--- config.mk ---
export PLATFORM = sky130hd
export DESIGN_NAME = grid_renderer
export DESIGN_NICKNAME = d
export VERILOG_FILES = /design/src/rtl/grid_defs.sv /design/src/rtl/grid_renderer_datapath.sv /design/src/rtl/grid_renderer_fsm.sv /design/src/rtl/grid_renderer.sv
export SDC_FILE = /design/constraint.sdc
export NUM_CORES = 1
export LEC_CHECK = 0
export ABC_CLOCK_PERIOD_IN_PS = 1540
export CORE_ASPECT_RATIO = 0.7
export CORE_MARGIN = 2
export CORE_UTILIZATION = 42
export CTS_CLUSTER_DIAMETER = 40
export DETAILED_ROUTE_END_ITERATION = 8
export MAX_ROUTING_LAYER = met4
export PLACE_DENSITY = 0.82
export SYNTH_ARGS = -nofsm -noshare
export SYNTH_HDL_FRONTEND = slang
export SYNTH_SLANG_ARGS = --single-unit
export TNS_END_PERCENT = 1
--- constraint.sdc ---
create_clock -name clock -period 1.54 [get_ports clock]
set_input_delay 0.308 -clock clock [delete_from_list [all_inputs] [get_ports clock]]
set_output_delay 0.308 -clock clock [all_outputs]
set_load 0.01 [all_outputs]
--- src/rtl/grid_defs.sv ---
// Shared definitions for the level grid and the VGA plot interface.
// Used by grid_renderer and level_loader.
//   - grid geometry (GRID_W x GRID_H cells, CELL_PX x CELL_PX pixels per cell)
//   - address and VGA field widths
//   - cell value codes and the renderer state encoding
//   - LINE_COLOUR, only referenced when GRID_RENDERER_GRIDLINES_EN is defined
package grid_defs;

    localparam int GRID_W    = 40;
    localparam int GRID_H    = 30;
    localparam int CELL_PX   = 4;
    localparam int CELL_BITS = $clog2(CELL_PX);
    localparam int SUB_W     = 2 * CELL_BITS;

    localparam int GX_W      = 6;
    localparam int GY_W      = 5;
    localparam int VGA_X_W   = 8;
    localparam int VGA_Y_W   = 7;
    localparam int COLOUR_W  = 3;

    localparam logic [COLOUR_W-1:0] LINE_COLOUR = 3'b111;

    typedef enum logic [2:0] {
        EMPTY  = 3'd0,
        WALL   = 3'd1,
        FLOOR  = 3'd2,
        PLAYER = 3'd3,
        GOAL   = 3'd4
    } cell_t;

    typedef enum logic [2:0] {
        IDLE  = 3'd0,
        INIT  = 3'd1,
        FETCH = 3'd2,
        LATCH = 3'd3,
        DRAW  = 3'd4,
        NEXT  = 3'd5,
        DONE  = 3'd6
    } state_t;

endpackage

--- src/rtl/grid_renderer_datapath.sv ---
// Datapath for grid_renderer: cell address counters, sub-pixel counter,
// latched cell value, pixel address and colour.
// Ports:
//   clock, reset             system clock, async active-low reset
//   clr/latch/draw/advance   control strobes from the FSM
//   grid_out                 grid memory read data
//   grid_x, grid_y           grid read address
//   sub_last, last_cell      status back to the FSM
//   vga_x, vga_y, vga_colour pixel address and colour
// Macro GRID_RENDERER_GRIDLINES_EN: draw the right and bottom pixel edge of
// every cell in LINE_COLOUR.
module grid_renderer_datapath
    import grid_defs::*;
(
    input  logic                clock,
    input  logic                reset,
    input  logic                clr,
    input  logic                latch,
    input  logic                draw,
    input  logic                advance,
    input  logic [COLOUR_W-1:0] grid_out,
    output logic [GX_W-1:0]     grid_x,
    output logic [GY_W-1:0]     grid_y,
    output logic                sub_last,
    output logic                last_cell,
    output logic [VGA_X_W-1:0]  vga_x,
    output logic [VGA_Y_W-1:0]  vga_y,
    output logic [COLOUR_W-1:0] vga_colour
);

    logic [SUB_W-1:0]     sub;
    logic [COLOUR_W-1:0]  cell_reg;
    logic [CELL_BITS-1:0] sub_x;
    logic [CELL_BITS-1:0] sub_y;

    always_ff @(posedge clock or negedge reset) begin
        if (!reset) begin
            grid_x   <= '0;
            grid_y   <= '0;
            sub      <= '0;
            cell_reg <= '0;
        end else begin
            if (clr) begin
                grid_x <= '0;
                grid_y <= '0;
                sub    <= '0;
            end
            if (latch) cell_reg <= grid_out;
            // sub wraps to 0 after the last pixel, ready for the next cell
            if (draw) sub <= sub + SUB_W'(1);
            if (advance) begin
                if (grid_x == GX_W'(GRID_W - 1)) begin
                    grid_x <= '0;
                    grid_y <= grid_y + GY_W'(1);
                end else begin
                    grid_x <= grid_x + GX_W'(1);
                end
            end
        end
    end

    assign sub_x     = sub[CELL_BITS-1:0];
    assign sub_y     = sub[SUB_W-1:CELL_BITS];
    assign sub_last  = (sub == {SUB_W{1'b1}});
    assign last_cell = (grid_x == GX_W'(GRID_W - 1)) && (grid_y == GY_W'(GRID_H - 1));

    // CELL_PX is a power of two, so grid*CELL_PX + sub is a concatenation.
    assign vga_x = {grid_x, sub_x};
    assign vga_y = {grid_y, sub_y};

`ifdef GRID_RENDERER_GRIDLINES_EN
    assign vga_colour = ((sub_x == CELL_BITS'(CELL_PX - 1)) || (sub_y == CELL_BITS'(CELL_PX - 1)))
                        ? LINE_COLOUR : cell_reg;
`else
    assign vga_colour = cell_reg;
`endif

endmodule

--- src/rtl/grid_renderer_fsm.sv ---
// Sequencing FSM for grid_renderer.
// Ports:
//   clock, reset     system clock, async active-low reset
//   start            render request, only honoured in IDLE
//   sub_last         datapath sub counter is at its final pixel
//   last_cell        datapath address is the bottom-right cell
//   clr/latch/draw/advance  datapath control strobes
//   done, busy       handshake outputs
//
//   state | meaning
//   IDLE  | waiting for start, counters hold
//   INIT  | clear cell address and sub counter
//   FETCH | address presented to grid memory
//   LATCH | capture grid_out into cell_reg
//   DRAW  | plot CELL_PX*CELL_PX pixels of the current cell
//   NEXT  | step to the next cell (row-major)
//   DONE  | one-cycle completion pulse
module grid_renderer_fsm
    import grid_defs::*;
(
    input  logic clock,
    input  logic reset,
    input  logic start,
    input  logic sub_last,
    input  logic last_cell,
    output logic clr,
    output logic latch,
    output logic draw,
    output logic advance,
    output logic done,
    output logic busy
);

    state_t state;
    state_t state_nxt;

    always_ff @(posedge clock or negedge reset) begin
        if (!reset) state <= IDLE;
        else        state <= state_nxt;
    end

    // All outputs decode the state register directly, so reset clears them
    // asynchronously along with the state.
    always_comb begin
        state_nxt = state;
        clr       = 1'b0;
        latch     = 1'b0;
        draw      = 1'b0;
        advance   = 1'b0;
        done      = 1'b0;
        busy      = 1'b1;
        case (state)
            IDLE: begin
                busy = 1'b0;
                if (start) state_nxt = INIT;
            end
            INIT: begin
                clr       = 1'b1;
                state_nxt = FETCH;
            end
            FETCH: state_nxt = LATCH;
            LATCH: begin
                latch     = 1'b1;
                state_nxt = DRAW;
            end
            DRAW: begin
                draw = 1'b1;
                if (sub_last) state_nxt = last_cell ? DONE : NEXT;
            end
            NEXT: begin
                advance   = 1'b1;
                state_nxt = FETCH;
            end
            DONE: begin
                done      = 1'b1;
                state_nxt = IDLE;
            end
            default: state_nxt = IDLE;
        endcase
    end

endmodule

--- src/rtl/grid_renderer.sv ---
// grid_renderer: reads the 40x30 level grid and plots each cell as a
// CELL_PX x CELL_PX block on the 160x120 VGA plot interface.
// Ports:
//   clock, reset   system clock, async active-low reset
//   start          begin a full render (ignored while busy)
//   done           one-cycle completion pulse
//   busy           high outside IDLE
//   grid_x, grid_y grid read address; grid_out valid one cycle later
//   vga_x, vga_y, vga_colour, vga_plot  VGA adapter plot interface
// Optional macro GRID_RENDERER_GRIDLINES_EN overlays grid lines in
// LINE_COLOUR; timing is identical either way.
module grid_renderer
    import grid_defs::*;
(
    input  logic                clock,
    input  logic                reset,
    input  logic                start,
    output logic                done,
    output logic                busy,
    output logic [GX_W-1:0]     grid_x,
    output logic [GY_W-1:0]     grid_y,
    input  logic [COLOUR_W-1:0] grid_out,
    output logic [VGA_X_W-1:0]  vga_x,
    output logic [VGA_Y_W-1:0]  vga_y,
    output logic [COLOUR_W-1:0] vga_colour,
    output logic                vga_plot
);

    logic clr;
    logic latch;
    logic draw;
    logic advance;
    logic sub_last;
    logic last_cell;

    grid_renderer_fsm u_fsm (
        .clock     (clock),
        .reset     (reset),
        .start     (start),
        .sub_last  (sub_last),
        .last_cell (last_cell),
        .clr       (clr),
        .latch     (latch),
        .draw      (draw),
        .advance   (advance),
        .done      (done),
        .busy      (busy)
    );

    grid_renderer_datapath u_datapath (
        .clock      (clock),
        .reset      (reset),
        .clr        (clr),
        .latch      (latch),
        .draw       (draw),
        .advance    (advance),
        .grid_out   (grid_out),
        .grid_x     (grid_x),
        .grid_y     (grid_y),
        .sub_last   (sub_last),
        .last_cell  (last_cell),
        .vga_x      (vga_x),
        .vga_y      (vga_y),
        .vga_colour (vga_colour)
    );

    assign vga_plot = draw;

endmodule
Word-level counts from Yosys, hierarchy flattened
Index checks and enable logic that the tools add are counted.
Cells by class
  reduce and logical (&&, ||, !) cells: 6
  add/sub/neg operators: 3
  equal/unequal tests: 11
  multiplexer cells: 18
Operators by type and width (number)
  $mux 6: 3
  $mux 5: 3
  $pmux 3 s5: 1
  $eq 3x3->1 const B: 3
  $mux 4: 2
  $add 6x1->6 const B: 1
  $eq 3x2->1 const B: 2
  $eq 6x6->1 const B: 1
  $mux 1: 6
  $mux 3: 2
  $add 5x1->5 const B: 1
  $eq 5x5->1 const B: 1
  $add 4x1->4 const B: 1
  $eq 4x4->1 const B: 1
  $ne 2x2->1 const B: 2
  $reduce_bool 2->1: 2
  $eq 3x1->1 const B: 1
  $logic_not 3->1: 1
  $mux 2: 1
  $reduce_and 2->1: 1
  $reduce_or 2->1: 1
  $logic_and 1x1->1: 1
Storage, ports and cells
  bits in registers: 21
  bits of input ports: 6
  output and inout port bits: 32
  logic and storage cells: 43

Logic depth before layout (Yosys ltp)
Gate-level depths: netlist of run 1.
  word-level depth: 5
  depth in mapped cells: 5
  depth with buffers taken out: 5

By module
A second synthesis of run 1 with hierarchy kept.
Second synthesis, totals
  cell total of the unflattened synthesis: 116
  area, all modules: 1192.4 µm²
By module, submodules not included
  grid_renderer_datapath: area an instance 1022.2 µm², instances 1, cells each 98, seq. area each 450.4 µm²
  grid_renderer_fsm: area an instance 170.2 µm², instances 1, cells each 18, seq. area each 75.1 µm²

Worst setup path after synthesis of run 1
No wires, ideal clock.
  path kind: register to register
  start: reg u_datapath.grid_x[3]
  end: reg u_datapath.grid_y[0]
  cell stages (with the launch flop): 5
  data required time: 1.471 ns
  setup slack: -0.071 ns
  setup time: 0.069 ns
  data arrival time: 1.541 ns
  clock period less this slack: 1.611 ns
  path buffers: 1
  path through: dfrtp_1 or3b_1 buf_6 or4_1 nand3_1
Between the ends
  word-level cells in the longest chain between the ends: 3
RTL lines
  from (decl): RTL line grid_renderer_datapath.sv:22  | output logic [GX_W-1:0] grid_x,
  from (signal assigned): RTL line grid_renderer_datapath.sv:56  | grid_x <= grid_x + GX_W'(1);
  $eq 6x6->1: RTL line grid_renderer_datapath.sv:52  | if (grid_x == GX_W'(GRID_W - 1)) begin
  $mux 5: RTL line grid_renderer_datapath.sv:52
  $mux 5: RTL line grid_renderer_datapath.sv:51  | if (advance) begin
  to (signal assigned): RTL line grid_renderer_datapath.sv:54  | grid_y <= grid_y + GY_W'(1);
  to (decl): RTL line grid_renderer_datapath.sv:23  | output logic [GY_W-1:0] grid_y,
Every way passes these cells.
A chain may end at the register's enable or synchronous reset.

Worst setup path after layout of run 1
Ends and elaborated chain as after synthesis.

==> results.tsv, run 1 <==
stage	metric	value	unit
global_routing	Tot GR Track Use	21.8	%
clock_network	Num CTS Buffers	3	
clock_network	CTS tree	yes	
hold_path	Worst Hold Class	in2async	
sta	Min Hold Slack	0.381	ns
sta	Worst-Margin Slew	0.315	ns
setup_path	Setup crit end kind	register	
synth	synth unique cells	36	
synth	flip-flop and latch count after synthesis	21	
synth	Synth Instances	139	
global_routing	initial antenna violation count	0	
setup_path	Crit Path Class	reg2reg	
routing	Avg WL per Cell	15.9	um
synth	syn_area_per_cell	9.16	um2
placement	Port Buf Inserts	37	
synth	largest cells by area after synthesis	dfrtp_1, buf_4, nand2_1	
floorplanning	Die W	69.8	um
sta	Worst slew margin	78.7	%
placement	global placement routability congestion	0.922	
routing	remaining antenna violation count	0	
placement	DP Area	1740	um2
clock_network	Clock Latency Late Sink	0.26	ns
cells_and_area	Area growth, synth to finish	42.8	%
cells_and_area	fin nets	197	
sta	setup violators final	1	
floorplanning	site row count	16	
sta	Fmax	0.645	GHz
clock_network	clock root buffer	clkbuf_8	
floorplanning	Die ar.	3500	um2
routing	vias	1262	
routing	WL final	3530	um
run_status	status	finished with violations	
power_and_ir_drop	clock share of power	38.4	%
cells_and_area	Antenna Cells	0	
synth	Synthesized Nets	149	
global_routing	first-pass GRT wire length	5930	um
power_and_ir_drop	overall power	967	uW
setup_path	crit path DAT	1.75	ns
cells_and_area	most common cell after layout, fill and taps aside	dlygate4sd2_1	
placement	post-place setup slack	-0.0514	ns
routing	drt drc	0	
cells_and_area	Design Area, Final	1820	um2
synth	Synth area leader	dfrtp_1	
sta	Tcrit/Tclk final	101	%
routing	TritonRoute pass-1 iters	4	
floorplanning	core area	2840	um2
synth	sequential cell area fraction in the yosys report	41.3	%
sta	max-slew violation count	0	
power_and_ir_drop	Cell Int Power	761	uW
run_status	failing checks	setup timing	
setup_path	worst path required time	1.74	ns
synth	share of the synthesized area in the top cell type	41.3	%
routing	Via density	5.68	
global_routing	grt total ovfl	0	
sta	unrepaired setup endpoints after global routing	yes	
clock_network	clk sinks	21	
setup_path	CP Launch Type	register	
synth	synth warn	0	
setup_path	crit path max fanout	9	
power_and_ir_drop	Gate power share	4.0	%
cells_and_area	layout cell share with drive strength beyond 1	27.4	%
power_and_ir_drop	sequential share of power	57.6	%
synth	synthesized area	1270	um2
job	MaxCap Viol Count	0	
cells_and_area	fillers	232	
power_and_ir_drop	Lkg Pwr	0.883	nW
clock_network	H-Tree Depth	1	
power_and_ir_drop	VDD IR-drop max	0.397	mV
power_and_ir_drop	Net Sw Frac	21.3	%
routing	first-iteration detailed-routing DRC count	98	
clock_network	clock transition at the registers of the reported paths	0.08	ns
power_and_ir_drop	pwr dens	532	nW/um2
power_and_ir_drop	Psw	206	uW
sta	Layout Skew	0.00511	ns
clock_network	CTS Buffer Depth	2	
global_routing	largest net degree at the start of global routing	22	
floorplanning	Initial Util	44.8	%
floorplanning	Die Y	50.1	um
placement	DP HPWL	2570	um
global_routing	vias in the first global route	1244	
sta	PnR worst setup slack	-0.00963	ns
cells_and_area	most frequent cells in the layout	dlygate4sd2_1, buf_4, nand2_1	
sta	Final Hold Viols	0	
sta	post-layout min period	1.55	ns
floorplanning	io pins	38	
## flip-flops by register name, indices dropped and copies added, names as in the netlist
name	flops
u_fsm.state	3
u_datapath.grid_x	6
u_datapath.grid_y	5
u_datapath.sub	4
u_datapath.vga_colour	3
## critical path: stages, from the launching register on
cell and delay [ns]:
dfrtp_2 0.41, or3b_4 0.45, or4_1 0.52, nand3_1 0.10
## path summary, 6_finish.rpt
kind	from	endpoint	slack, ns	cells after the start
setup / recovery	u_datapath.grid_x[3]	u_datapath.grid_y[0]	-0.01	3
hold / removal	reset	u_datapath.grid_x[3]	0.38	2
setup reg to reg	u_datapath.grid_x[3]	u_datapath.grid_y[0]	-0.01	3
hold reg to reg	u_datapath.vga_colour[0]	u_datapath.vga_colour[0]	0.52	1
max in group asynchronous	reset	u_datapath.sub[0]	0.92	2
min in group clock	u_datapath.vga_colour[0]	u_datapath.vga_colour[0]	0.52	1
## logic make-up (layout without fill, tap and decap cells)
group                    after synthesis  in the layout  synth area share (%)
AND/OR/NAND/NOR                       51             51                  22.7
AO/OA/AOI/OAI                         34             34                  17.5
buffers and inverters                 25             72                  11.2
flip-flops                            21             21                  41.3
adder cells (fa/ha/maj)                4              4                  3.93
multiplexers                           4              4                  3.44
## layer usage
layer	GRT usage (%)	share of wire (%)	vias to the layer above
met1	27.0	44	620
met2	37.0	50	38
met4	4.49	1.4	0
met3	4.91	4.1	7
li1	-	-	597
met5	-	0	-
## power groups by stage
stage                     combinational [mW]  clock [mW]  sequential, mW
after floorplan                      0.00345           0           0.570
after global routing                  0.0435       0.405           0.557
after detailed placement              0.0401           0           0.568
after global placement                0.0394           0           0.567
after CTS                             0.0402       0.378           0.557
final                                 0.0391       0.371           0.557
## synth_stat cells
library cell,number
dfrtp_1,21
nand2_1,14
buf_4,11
clkbuf_1,7
nand3_1,7
o21ai_0,7
inv_1,6
o211ai_1,6
a21oi_1,5
nand2b_1,5
ha_1,4
nand4_1,4
nor3_1,4
or4_1,4
mux2_2,3
o21ai_1,3
o22ai_1,3
nor2_1,2
o2bb2ai_1,2
o311ai_1,2
o31ai_1,2
or3_1,2
or3b_1,2
a22oi_1,1
a2bb2oi_1,1
a31o_2,1
and2_1,1
and3b_1,1
buf_6,1
mux2i_1,1
nand3b_1,1
nand4bb_1,1
nor2b_1,1
nor3b_1,1
nor4bb_1,1
o41ai_1,1
## area by class of cell
class	instances	area, um2	area share [%]
clock buffers	4	45.0	2.48
inverters	6	22.5	1.24
multi-input cells	93	637	35.0
flip-flops and latches	21	537	29.5
well taps	36	45.0	2.48
repair buffers	62	533	29.3
## through the flow
| step | setup TNS [ns] | instances | util [%] |
|---|---|---|---|
| after floorplan | -0.0499 | 139 | - |
| after global placement | -0.0180 | 215 | 61.1 |
| after detailed placement | -0.0633 | 215 | 61.1 |
| after CTS | -0.150 | 220 | 62.5 |
| after global routing | -0.103 | 222 | 64.0 |
| final | -0.00963 | 222 | 64.0 |
## timing repair
action | CTS | global route
gates cloned | 0 | 0
resized for setup | 39 | 15
hold buffers | 0 | 0
endpoints found under the setup margin | 30 | 12
pin swaps | 2 | 3
setup buffers | 1 | 3
No activity file was read; power rests on OpenSTA's default activity.
==> run 2, diff against run 1 <==
--- a/config.mk
+++ b/config.mk
@@ -7,7 +7,7 @@
 export LEC_CHECK = 0
 export ABC_CLOCK_PERIOD_IN_PS = 1540
 export CORE_ASPECT_RATIO = 0.7
-export CORE_MARGIN = 2
+export CORE_MARGIN = 4
 export CORE_UTILIZATION = 42
 export CTS_CLUSTER_DIAMETER = 40
 export DETAILED_ROUTE_END_ITERATION = 8
==> results.tsv, run 2 (synthesis gave the netlist of run 1 again) <==
stage	metric	value	unit	change
setup_path	crit path max fanout	5		-4
floorplanning	Die Y	54.1	um	+8.0%
setup_path	R2R depth	3		unchanged
setup_path	RR Endpoint	u_datapath.grid_y[1]		
sta	PnR worst setup slack	0.00979	ns	+0.0194 ns
setup_path	Setup crit end kind	register		
global_routing	Tot GR Track Use	18.5	%	-3.2 points
floorplanning	io pins	38		unchanged
floorplanning	site row count	16		unchanged
cells_and_area	fin nets	193		-2.0%
placement	post-place setup slack	-0.0256	ns	+0.0258 ns
routing	first-iteration detailed-routing DRC count	52		-47%
setup_path	Crit-path slowest cell	or4_1		
routing	Via density	5.65		-0.67%
routing	Avg WL per Cell	16.1	um	+1.1%
sta	unrepaired setup endpoints after global routing	yes		
job	MaxCap Viol Count	0		unchanged
setup_path	slowest stage delay, CP	0.51	ns	about the same
floorplanning	core area	2840	um2	unchanged
global_routing	first-pass GRT wire length	5500	um	-7.3%
sta	Worst-Margin Slew	0.290	ns	-0.0246 ns
sta	Layout Skew	0.00697	ns	+0.00186 ns
sta	Tcrit/Tclk final	99.4	%	-1.3 points
routing	WL final	3510	um	-0.76%
cells_and_area	most frequent cells in the layout	dlygate4sd2_1, buf_4, dfrtp_1		
setup_path	worst path required time	1.74	ns	about the same
setup_path	Worst Path Buf+Inv	0		unchanged
routing	drt drc	0		unchanged
placement	global placement routability congestion	0.952		+3.2%
cells_and_area	largest reg by FF count	u_datapath.grid_x		
cells_and_area	Antenna Cells	0		unchanged
floorplanning	Initial Util	44.8	%	unchanged
cells_and_area	Design Area, Final	1800	um2	-1.0%
sta	setup violators final	0		-1
run_status	status	completed		
setup_path	family with the most delay on the worst path	simple AND/OR/NAND/NOR gates		
clock_network	Clock Latency Late Sink	0.27	ns	about the same
clock_network	clock root buffer	clkbuf_8		
clock_network	clock transition at the registers of the reported paths	0.08	ns	about the same
global_routing	vias in the first global route	1117		-10%
cells_and_area	Regs by FF count	u_datapath.grid_x: 6 flops, u_datapath.grid_y: 5 flops, u_datapath.sub: 4 flops		
sta	Fmax	0.654	GHz	+1.3%
floorplanning	Die ar.	3990	um2	+14%
setup_path	Cell Chain, Critical Path	or3b_4, or4_1, nand3_1		
cells_and_area	fillers	236		+1.7%
clock_network	CTS Hold Buffers Added	0		unchanged
cells_and_area	max reg flops	6		unchanged
routing	remaining antenna violation count	0		unchanged
hold_path	Worst Hold Class	in2async		
clock_network	Num CTS Buffers	3		unchanged
sta	Final Hold Viols	0		unchanged
sta	max-slew violation count	0		unchanged
sta	Worst slew margin	80.4	%	+1.7 points
setup_path	worst r2r src	u_datapath.grid_x[3]		
global_routing	largest net degree at the start of global routing	22		unchanged
clock_network	H-Tree Depth	1		unchanged
routing	vias	1231		-2.5%
clock_network	CTS tree	yes		
setup_path	CP Launch Type	register		
cells_and_area	layout cell share with drive strength beyond 1	26.4	%	-1.0 points
routing	TritonRoute pass-1 iters	4		unchanged
sta	post-layout min period	1.53	ns	-0.0194 ns
placement	DP Area	1720	um2	-0.86%
setup_path	R2R setup slack	0.01	ns	+0.02 ns
cells_and_area	Area growth, synth to finish	41.4	%	
power_and_ir_drop	Lkg Pwr	0.843	nW	-4.5%
power_and_ir_drop	VDD IR-drop max	0.301	mV	-24%
floorplanning	Die W	73.8	um	+5.7%
global_routing	initial antenna violation count	0		unchanged
setup_path	Crit Path Class	reg2reg		
clock_network	CTS Buffer Depth	2		unchanged
setup_path	crit path DAT	1.73	ns	-0.02 ns
clock_network	clk sinks	21		unchanged
placement	Port Buf Inserts	37		unchanged
placement	DP HPWL	2510	um	-2.3%
cells_and_area	most common cell after layout, fill and taps aside	dlygate4sd2_1		
global_routing	grt total ovfl	0		unchanged
power_and_ir_drop	pwr dens	542	nW/um2	+2.0%
## run 2: cell type report
type / instances / area [um2] / share of cell area [%]
inverters: 6 / 22.5 / 1.25
clock buffers: 3 / 41.3 / 2.29
repair buffers: 57 / 480 / 26.7
flip-flops and latches: 21 / 534 / 29.7
well taps: 36 / 45.0 / 2.50
clock inverters: 1 / 7.51 / 0.417
multi-input cells: 94 / 669 / 37.2
## run 2: repair_timing
item / 4_1_cts / 5_1_grt
gates resized for setup: 39 / 15
endpoints found under the setup margin: 31 / 10
cloned: 0 / 1
pin swaps: 3 / 4
setup buffers: 1 / 0
## run 2: how the worst max path moves through the flow
stage	endpoint	startpoint	slack, ns	depth (start not counted)
4_1_cts	busy	u_fsm.state[1]	-0.08	4
6_report	u_datapath.grid_y[1]	u_datapath.grid_x[3]	0.01	3
3_3_place_gp	busy	u_fsm.state[1]	0.01	4
5_1_grt	u_datapath.grid_y[1]	u_datapath.grid_x[3]	-0.02	3
2_1_floorplan	u_datapath.grid_y[1]	u_datapath.grid_x[4]	-0.05	4
3_5_place_dp	u_datapath.grid_y[1]	u_datapath.grid_x[4]	-0.03	3
## run 2: power breakdown
part / internal [mW] / switching [mW]
sequential: 0.555 / 0.00207
combinational: 0.0222 / 0.0178
clock: 0.183 / 0.196
## run 2: through the flow
step	hold WS (ns)	setup TNS (ns)	power [mW]	utilization, %	instances
after floorplan	0.0124	-0.0499	0.573	-	139
after global placement	0.488	0	0.607	60.6	213
after detailed placement	0.493	-0.0256	0.608	60.6	213
after CTS	0.390	-0.101	0.982	62.3	218
after global routing	0.412	-0.0473	1.01	63.3	218
final	0.374	0	0.976	63.3	218
## run 2: routing by layer
layer / vias up / wire length [um] / part of all wire, % / global-route usage, %
li1: 587 / - / - / -
met1: 605 / 1570 / 45 / 23.0
met2: 37 / 1730 / 49 / 31.6
met3: 2 / 190 / 5.4 / 4.66
met4: 0 / 12 / 0.34 / 2.41
met5: - / 0 / 0 / -
## run 2: worst reg2reg max path: cells and delay by family (launching register included)
| kind | cells | cell delay [ns] |
|---|---|---|
| flops | 1 | 0.43 |
| simple gates | 3 | 1.04 |
